File: src/rtl/comparator_2bit.sv
// 2-bit magnitude comparator with selectable unsigned/two's-complement operands.
// One-cycle registered result; flags hold between captures, out_valid pulses per capture.
module comparator_2bit (
    input  logic       clk,
    input  logic       rst_n,
    input  logic       in_valid,
    input  logic       signed_mode,
    input  logic [1:0] A,
    input  logic [1:0] B,
    output logic       A_gt_B,
    output logic       A_lt_B,
    output logic       A_eq_B,
    output logic       out_valid
);

    typedef struct packed {
        logic gt;
        logic lt;
        logic eq;
    } cmp_res_t;

    cmp_res_t   res_d, res_q;
    logic [1:0] a_key, b_key;

    // Flipping the sign bit maps two's complement -2..1 onto 0..3 in order,
    // so one unsigned compare serves both modes.
    always_comb begin
        a_key  = {A[1] ^ signed_mode, A[0]};
        b_key  = {B[1] ^ signed_mode, B[0]};
        res_d  = '0;
        res_d.eq = (A == B);
        res_d.gt = (a_key > b_key);
        res_d.lt = (a_key < b_key);
    end

    always_ff @(posedge clk or negedge rst_n) begin
        if (!rst_n) begin
            res_q     <= '0;
            out_valid <= 1'b0;
        end else begin
            out_valid <= in_valid;
            if (in_valid)
                res_q <= res_d;
        end
    end

    assign A_gt_B = res_q.gt;
    assign A_lt_B = res_q.lt;
    assign A_eq_B = res_q.eq;

endmodule

File: config.mk
export PLATFORM = sky130hd
export DESIGN_NAME = comparator_2bit
export DESIGN_NICKNAME = d
export VERILOG_FILES = /design/src/rtl/comparator_2bit.sv
export SDC_FILE = /design/constraint.sdc
export NUM_CORES = 1
export LEC_CHECK = 0
export CAP_MARGIN = 15
export CORE_AREA = 4 4 41 43
export DETAILED_ROUTE_END_ITERATION = 7
export DIE_AREA = 0 0 45 47
export PLACE_DENSITY = 0.41
export SLEW_MARGIN = 20
export SYNTH_ARGS = -nofsm -noshare
export SYNTH_HDL_FRONTEND = slang
export SYNTH_SLANG_ARGS = --single-unit
File: constraint.sdc
create_clock -name clk -period 1.3 [get_ports clk]
set_input_delay 0.13 -clock clk [delete_from_list [all_inputs] [get_ports clk]]
set_output_delay 0.13 -clock clk [all_outputs]
set_load 0.05 [all_outputs]
# [Yosys cells after proc, flatten, opt, wreduce, memory -nomap -nowiden]
# Cells that the tools add are included.
[op_classes] magnitude_cmp=2 n_eq_ne=1 n_bitwise=2
[ops] operator="2-bit equality test" n=1
[ops] operator="2-bit greater-than comparator" n=1
[ops] operator="2-bit < comparator" n=1
[ops] operator="1-bit XOR" n=2
[totals] ff_bits=4 in_bits=8 out_inout_bits=4 word_cells=9

# [Logic depth before layout (Yosys ltp)]
# Gate-level depths: netlist of the first run.
[depth] depth_word=2 ltp_mapped=5 depth_no_buf=5

# [Least setup slack after synthesis of the first run]
# Ideal clock, no wire load.
[synth_timing] path_kind="register to register" startpoint="register A_lt_B (netlist name)" endpoint="register res_q, in the netlist A_lt_B" setup_ps=124 arrival_ps=970 slack_ps=206 stages_incl_launch_ff=3 n_path_buf=0 period_less_slack_ps=1094 path_cell_list="dfrtp_1 > or2_2 > o31a_1"
[synth_lines] element="end signal: assignment" line_no="43" text="res_q <= res_d;"
[synth_lines] element="end: declaration" line_no="22" text="cmp_res_t res_d, res_q;"

# [Final worst setup path of the first run]
[layout_timing] startpoint="input A[0]" endpoint="register res_q, in the netlist A_gt_B"
[layout_between] elab_chain_len=1
[layout_lines] element="start: declaration" line_no="8" text="input logic [1:0] A,"
[layout_lines] element="2-bit greater-than comparator" line_no="32" text="res_d.gt = (a_key > b_key);"
# Every way passes these cells.
# A chain may end at the register's enable or synchronous reset.

==> results.md, run 1 <==
Placement:
- The instance area at placement is a little under 400 µm².
- The count of buffers added on input and output ports is 11.
- At the end of routability-driven placement, the weighted congestion stood at ~0.70.
- The post-placement cell count is 48.

GRT:
- The number of antenna violations at the first check in global routing is 0.
- The via count of the first global-routing pass is 206.
- Global routing finished with a remaining overflow of 0.
- Entering global routing, the biggest net connects 5 pins.
- The first global-routing pass estimated 814 µm of wire.
- Global routing consumed, over all layers together, between 5 and 6% of the routing resources.

Synth:
- The register bit count reported by yosys is 4.
- Sequential elements use 44.7% of the synthesized area.
- In the synthesized netlist, mux cells make up 0% of the area.
- Of the post-synthesis cell area, the dominant cell type holds 44.7%.
- The synthesized design spends more area on one cell type than any other, namely dfrtp_1.
- By area, the combinational part of the netlist is dominated by compound AO/OA/AOI/OAI gates.
- Yosys printed 0 warnings.
- After synthesis, the mean cell area works out to approximately 10 µm².
- The synthesized netlist devotes 0% of its cell area to XOR and XNOR gates.
- The post-synthesis cell count is 22.
- In the post-synthesis netlist, the biggest area contributors are dfrtp_1 45%, o2bb2ai_2 6.7%, ha_1 5.6%.
- Summing the areas of all compound-gate instances in the mapped netlist gives a little under a quarter of the synthesized area.
- The number of unique standard cell types used by synthesis is 16.
- Synthesis produced a netlist with a net count of 31.
- The synthesized netlist devotes 22.9% of its cell area to simple gates.
- The post-synthesis instance area is approximately 220 µm².
- Of the total synthesized cell area, the portion taken by full adders, half adders and majority gates is 5.59%.

Min path:
- The worst hold path belongs to the class input pin to asynchronous set/reset pin.

Power and ir drop:
- In this run the power spent charging and discharging nets is 136 µW.
- The portion of total power attributed to the clock network is 32.6%.
- The worst-case IR drop observed on VDD is 239 µV.
- The internal power contribution is 327 µW.
- The part of the total power dissipated in sequential elements is 32.7%.
- The proportion of total power due to net switching is 29.3%.
- The logic gate share of total power is about a third.
- The leakage power is 0.000182 µW.
- Power spread over the standard cell area amounts to 1110 nW/µm².

Outcome:
- The run finished with clean final reports.

Timing:
- The final-report setup violation count is 0.
- The number of pins exceeding their max-slew limit in the final report is 0.
- The transition time at the pin with the least slew margin is 200 ps.
- The worst hold slack is 94.8 ps.
- The total negative setup slack is 0 ps.
- Derived from the worst setup path, the maximum achievable clock frequency is ~880 MHz.
- The worst pin sits at a relative slew slack of 86.5%.
- The clock arrives with 0 ps of skew.
- For the finished layout, the period the worst path requires is 1130 ps.
- The worst path uses 87.2% of the clock period.
- Setup repair after global routing left no endpoint under its margin.
- The final count of hold timing violations came to 0.

Clock network:
- The hold buffer count at cts is 0.
- The clock tree from TritonCTS is done.
- After clock tree synthesis, the clock-pin slew on the worst setup and hold paths is 40 ps.
- The CTS buffer count is 3.
- The clock tree root buffer cell is clkbuf_4.
- The longest clock path from root to sink contains 2 buffers.
- The later-pin clock latency in the skew report is 230 ps.
- CTS built an H-tree with a depth of 1.
- For this design, the sink count on the clock tree is 4.

Setup path:
- The count of cell instances traversed by the critical path is 6.
- The destination of the critical timing path is A_gt_B.
- The worst setup path is of the input pin to flop kind.
- STA classifies the critical path startpoint as an input pin.
- The nature of the critical path endpoint is a flop.
- The cell with the largest stage delay on the worst path is clkdlybuf4s50_1.
- For this run, the slowest stage of the critical path takes 450 ps.
- The worst path buffer plus inverter count is 2.
- The arrival time at the worst endpoint is 1270 ps.
- The peak fanout along the critical path is 2.
- The kind of cell adding the most delay to the critical path is buffers and inverters.
- The worst reg-to-reg path cell count is 2.
- The reg-to-reg endpoint is A_lt_B.
- The startpoint of the worst register-to-register path is A_lt_B.
- The start point of the critical path is A[0].
- The signal on the critical path passes through clkdlybuf4s50_1, inv_1, ha_1, nor2_1, a21oi_1, o31ai_1.
- The required time at the endpoint of the critical path is 1430 ps.
- The setup slack of the most critical reg-to-reg path is 410 ps.

Layout:
- The finished layout holds 51 standard cells, fillers aside.
- The final-stage net count is 47.
- Of the cells placed in the final design, the portion with a size suffix greater than 1 is 30.6%.
- The area occupied by multi-input gates is 116 µm².
- Leaving out fill and tap cells, the most frequent cell in the layout is clkdlybuf4s50_1.
- The cell area after layout is roughly 420 µm².
- The area growth from synthesis to layout is 85.5%.
- Fill cells in the final layout number 152.
- The footprint of the flip-flops and latches is 100 µm².
- In the layout the commonest cells are 7 x clkdlybuf4s50_1, 4 x dfrtp_1, 4 x buf_12.
- The number of antenna diodes in the final layout is 0.

Routing:
- After detailed routing, the average wire length per cell comes to 8.82 µm.
- The number of DRC violations after detailed-routing iteration 0 is 2.
- The count of nets left with antenna violations once routing finished came out at 0.
- After detailed routing, the number of vias per cell comes to 3.86.
- The total vias in the final route is 197.
- After detailed routing, the total wire length is 450 µm.
- The first detailed-routing pass ran for 3 iterations.
- The residual DRC count is 0.

Floorplan:
- The placeable core region is 1300 µm².
- The full die area is 2120 µm².
- The row count is 13.
- The die extent in x is 45 µm.
- The die boundary height is 47 µm.
- 12 I/O pins were placed.
- For this configuration, the core starts out at a cell density of around 17%.

Run:
- Max-cap violations in this run came to 0.
## sequential cells by signal, summed over array words and instances, names as in the netlist
name,count
A_gt_B,1
A_eq_B,1
A_lt_B,1
out_valid,1
## power groups by stage
stage | logic [µW] | clock network, µW | registers [µW]
after floorplan | 34.3 | 0 | 190
after global placement | 162 | 0 | 153
after detailed placement | 162 | 0 | 153
after CTS | 163 | 157 | 151
after global routing | 171 | 173 | 153
final | 161 | 151 | 151
## worst register-to-register path: cells and delay by family (launching register included)
family / cells / cell delay [ps]
DFF: 1 / 390
and+or+nand+nor: 1 / 280
AOI/OAI and AO/OA: 1 / 100
## logic make-up (layout without fill, tap and decap cells)
logic type	count (synthesis)	in the layout
buffers and inverters	2	16
and+or+nand+nor	9	9
AOI/OAI and AO/OA	6	6
DFF	4	4
adders and majority gates	1	1
## how the worst min path moves through the flow
| stage | end | slack [ps] |
|---|---|---|
| after floorplan | A_eq_B | -170 |
| after global placement | A_lt_B | 350 |
| after detailed placement | out_valid | 340 |
| after CTS | A_eq_B | 100 |
| after global routing | A_gt_B | 100 |
| final | A_eq_B | 90 |
## stage by stage
step / total power [µW] / utilization [%] / setup WS, ps
after floorplan: 224 / - / 206
after global placement: 314 / 30.2 / -87.1
after detailed placement: 315 / 30.2 / -111
after CTS: 471 / 31.9 / 124
after global routing: 497 / 31.9 / 7.72
final: 462 / 31.9 / 166
## Yosys cell counts
| library cell | number |
|---|---|
| nor2_1 | 1 |
| or2_2 | 1 |
| or2_1 | 1 |
| o31ai_1 | 1 |
| o31a_1 | 1 |
| dfrtp_1 | 4 |
| o2bb2ai_2 | 1 |
| nand2_1 | 3 |
| a21boi_1 | 1 |
| o21ai_2 | 1 |
| ha_1 | 1 |
| and2_4 | 1 |
| inv_1 | 2 |
| nand3b_1 | 1 |
| a21oi_1 | 1 |
| or2b_1 | 1 |
## final cells by class
cell class | count | area share (%)
multi-input combinational | 16 | 28.0
clock buffer | 3 | 5.42
inverter | 2 | 1.81
tap | 15 | 4.52
timing repair buffer | 11 | 36.1
sequential | 4 | 24.1
## per-layer routing
| layer | track usage, % | up-vias | wire length, µm |
|---|---|---|---|
| met4 | 5.26 | 0 | 17 |
| met2 | 9.60 | 9 | 213 |
| met1 | 5.28 | 82 | 172 |
| met3 | 1.53 | 2 | 48 |
| li1 | - | 104 | - |
| met5 | 0 | - | 0 |
## what timing repair did
action / in CTS / in global routing
endpoints found under the setup margin: 0 / 1
buffers inserted: 0 / 0
endpoints found under the hold margin: 0 / 0
gates resized for setup: 0 / 0
No activity file was read; power rests on OpenSTA's default activity.
==> inputs of run 2 (changes only) <==
CTS_CLUSTER_SIZE = 30   (was unset)
PLACE_DENSITY = unset   (was 0.41)
==> run 2 against run 1 <==
Final cell count unchanged. Fmax down 3.5%. Non-clock buffer count unchanged. Power up 3.2%. Utilization unchanged. Critical path type unchanged. Critical endpoint unchanged. Largest cell class unchanged.
==> results.md, run 2 (synthesis gave the netlist of run 1 again) <==
Floorplan:
- The full die area is between 2000 and 2500 µm².
- Once the floorplan was initialized, standard cells occupied approximately 17% of the core.
- From left edge to right edge, the die measures approximately 45 µm.
- The row count is 13.
- The boundary pin count is 12.
- The die boundary height is 47 µm.
- The placeable core region is 1300 µm².

GRT:
- The residual overflow from global routing is 0.
- The first-pass GRT wire length is 931 µm.
- Global routing consumed, over all layers together, 7.36% of the routing resources.
- The via count of the first global-routing pass is 230.
- The number of antenna violations at the first check in global routing is 0.
- The largest net degree at the start of global routing is 5.

Timing:
- After layout, the minimum clock period comes to 1180 ps.
- The final count of hold timing violations is 0.
- Hold timing on the final database bottoms out at a slack of about 94 ps.
- Setup slack closes at 125 ps.
- The final clock period utilization by the worst path is 90.4%.
- The worst slew margin relative to its limit is 86.9%.
- Setup violations remaining at the end of the flow were counted as 0.
- The transition time at the pin with the least slew margin is 195 ps.
- Setup repair after global routing left no endpoint under its margin.
- Clock skew on the completed layout was measured at 0 ps.
- For this run, the top clock speed supported by timing is 851 MHz.
- The number of pins exceeding their max-slew limit in the final report is 0.

Clock network:
- The clock tree root buffer cell is clkbuf_4.
- TritonCTS built the clock tree.
- The hold buffer count at cts is 0.
- Clock-pin slew was measured on the worst setup and hold paths at approximately 40 ps.
- The later-pin clock latency in the skew report is 240 ps.
- The post-cts repair resize count is 0.
- The number of H-tree levels is 1.
- The clock drives 4 sinks.
- The number of buffers inserted to repair setup after CTS is 0.
- TritonCTS created 3 clock buffers.
- Counting along the longest clock path gives a buffer depth of 2.

Setup path:
- The endpoint identified for the worst register-to-register timing path is A_lt_B.
- For the worst setup path, the data required time is ~1400 ps.
- The kind of start point of the critical path is an input pin.
- The number of buffers and inverters on the critical path is 2.
- The nature of the critical path endpoint is a flop.
- The critical path goes through clkdlybuf4s50_1, inv_1, ha_1, nor2_1, a21oi_1, o31ai_1.
- Among cell families on the critical path, the largest total delay comes from buffers and inverters.
- Measured in cells, the most critical reg-to-reg path has a length of 2.
- For the worst setup path, the data arrival time is approximately 1300 ps.
- Along the worst path, the maximum fanout reaches 2.
- The count of cell instances traversed by the critical path is 6.
- The slowest stage of the critical path belongs to the cell clkdlybuf4s50_1.
- The critical setup path kind is input pin to flop.
- On the worst path, the slowest cell contributes a delay of roughly 460 ps.
- The worst register-to-register path begins at A_lt_B.
- The worst register-to-register path has a setup slack of about 400 ps.

Power and ir drop:
- Total power for the finished layout comes to 477 µW.
- The logic gate share of total power is between 30% and 40%.
- For this design the total switching power over the nets is around 150 µW.
- The total power density per cell area is 1150 nW/µm².
- The portion of total power attributed to the clock network is 34.2%.
- The leakage power is 0.000182 µW.
- The internal power contribution is around 330 µW.
- The proportion of total power due to net switching is 31.3%.
- The worst voltage drop across the vdd grid is 363 µV.
- Sequential cells burn 31.7% of the power.

Layout:
- From synthesis to final layout, the design area changed by 85.5%.
- Leaving out filler cells and counting taps, the final layout contains 51.
- In the layout the commonest cells are 7 x clkdlybuf4s50_1, 4 x dfrtp_1, 4 x buf_12.
- The post-route netlist has 30.6% of its cells at a drive strength greater than 1.
- The library cell used most frequently in the layout, excluding fill and tap cells, is clkdlybuf4s50_1.
- The total inserted antenna cells is 0.
- The finished cells cover 415 µm².
- The final-stage net count is 47.

Routing:
- The post-detailed-route count of antenna-violating nets is 0.
- In this run, the number of DRC markers left after iteration 0 of detailed routing was 2.
- The average wire per standard cell is 10.7 µm.
- The residual DRC count is 0.
- The final route contains between 200 and 250 vias.
- The first detailed-routing pass took 3 iterations.
- The total detailed-routing wirelength is 544 µm.
- Dividing the detail-routed via count by the number of cells gives 4.06.

Placement:
- Detailed placement finished with a half-perimeter wire length of about 430 µm.
- Including well taps, the total number of placed cells is 48.
- Timing analysis after detailed placement gives a worst setup slack of -149 ps.
- The final estimated routing congestion in global placement is 0.737.
- After detailed placement, the total cell area comes to between 300 and 400 µm².
- During placement, the flow inserted port buffers numbering 11.

Outcome:
- The flow ran to the end, and the final reports show no timing, DRC or antenna violations.

Run:
- The count of maximum capacitance violations is 0.

Min path:
- In this run the worst hold path is classified as input pin to asynchronous set/reset pin.
## run 2: cell counts in the layout (fill, tap and decap cells not counted)
Identical to the previous run, type by type.
## run 2: final cells by class
| type | instances | area (µm²) |
|---|---|---|
| clock buffer | 3 | 22.5 |
| fill | 147 | 886 |
| inverter | 2 | 7.51 |
| multi-input combinational | 16 | 116 |
| sequential | 4 | 100 |
| tap | 15 | 18.8 |
| timing repair buffer | 11 | 150 |
## run 2: metal layers
| layer | wire length, µm | global-route usage, % | up-vias |
|---|---|---|---|
| met4 | 52 | 14.0 | 0 |
| met1 | 237 | 6.18 | 89 |
| li1 | - | - | 103 |
| met3 | 49 | 2.30 | 4 |
| met2 | 205 | 10.2 | 11 |
| met5 | 0 | 0 | - |
## run 2: metrics by stage
stage,utilization (%),setup TNS (ps)
after floorplan,-,0
after global placement,30.2,-85.8
after detailed placement,30.2,-177
after CTS,31.9,0
after global routing,31.9,0
final,31.9,0
## run 2: worst max-delay path by stage
stage	endpoint	slack, ps	start
6_report	A_gt_B	120	A[0]
2_1_floorplan	A_lt_B	210	A_lt_B
3_3_place_gp	A_gt_B	-70	A[0]
4_1_cts	A_gt_B	120	A[0]
3_5_place_dp	A_gt_B	-150	A[0]
5_1_grt	A_gt_B	60	A[0]
## run 2: power groups by stage
stage                     Sequential (µW)  Combinational [µW]  Clock (µW)
final                                 151                 163         163
after global routing                  152                 172         179
after global placement                153                 162           0
after detailed placement              152                 165           0
after floorplan                       190                34.3           0
after CTS                             151                 165         170
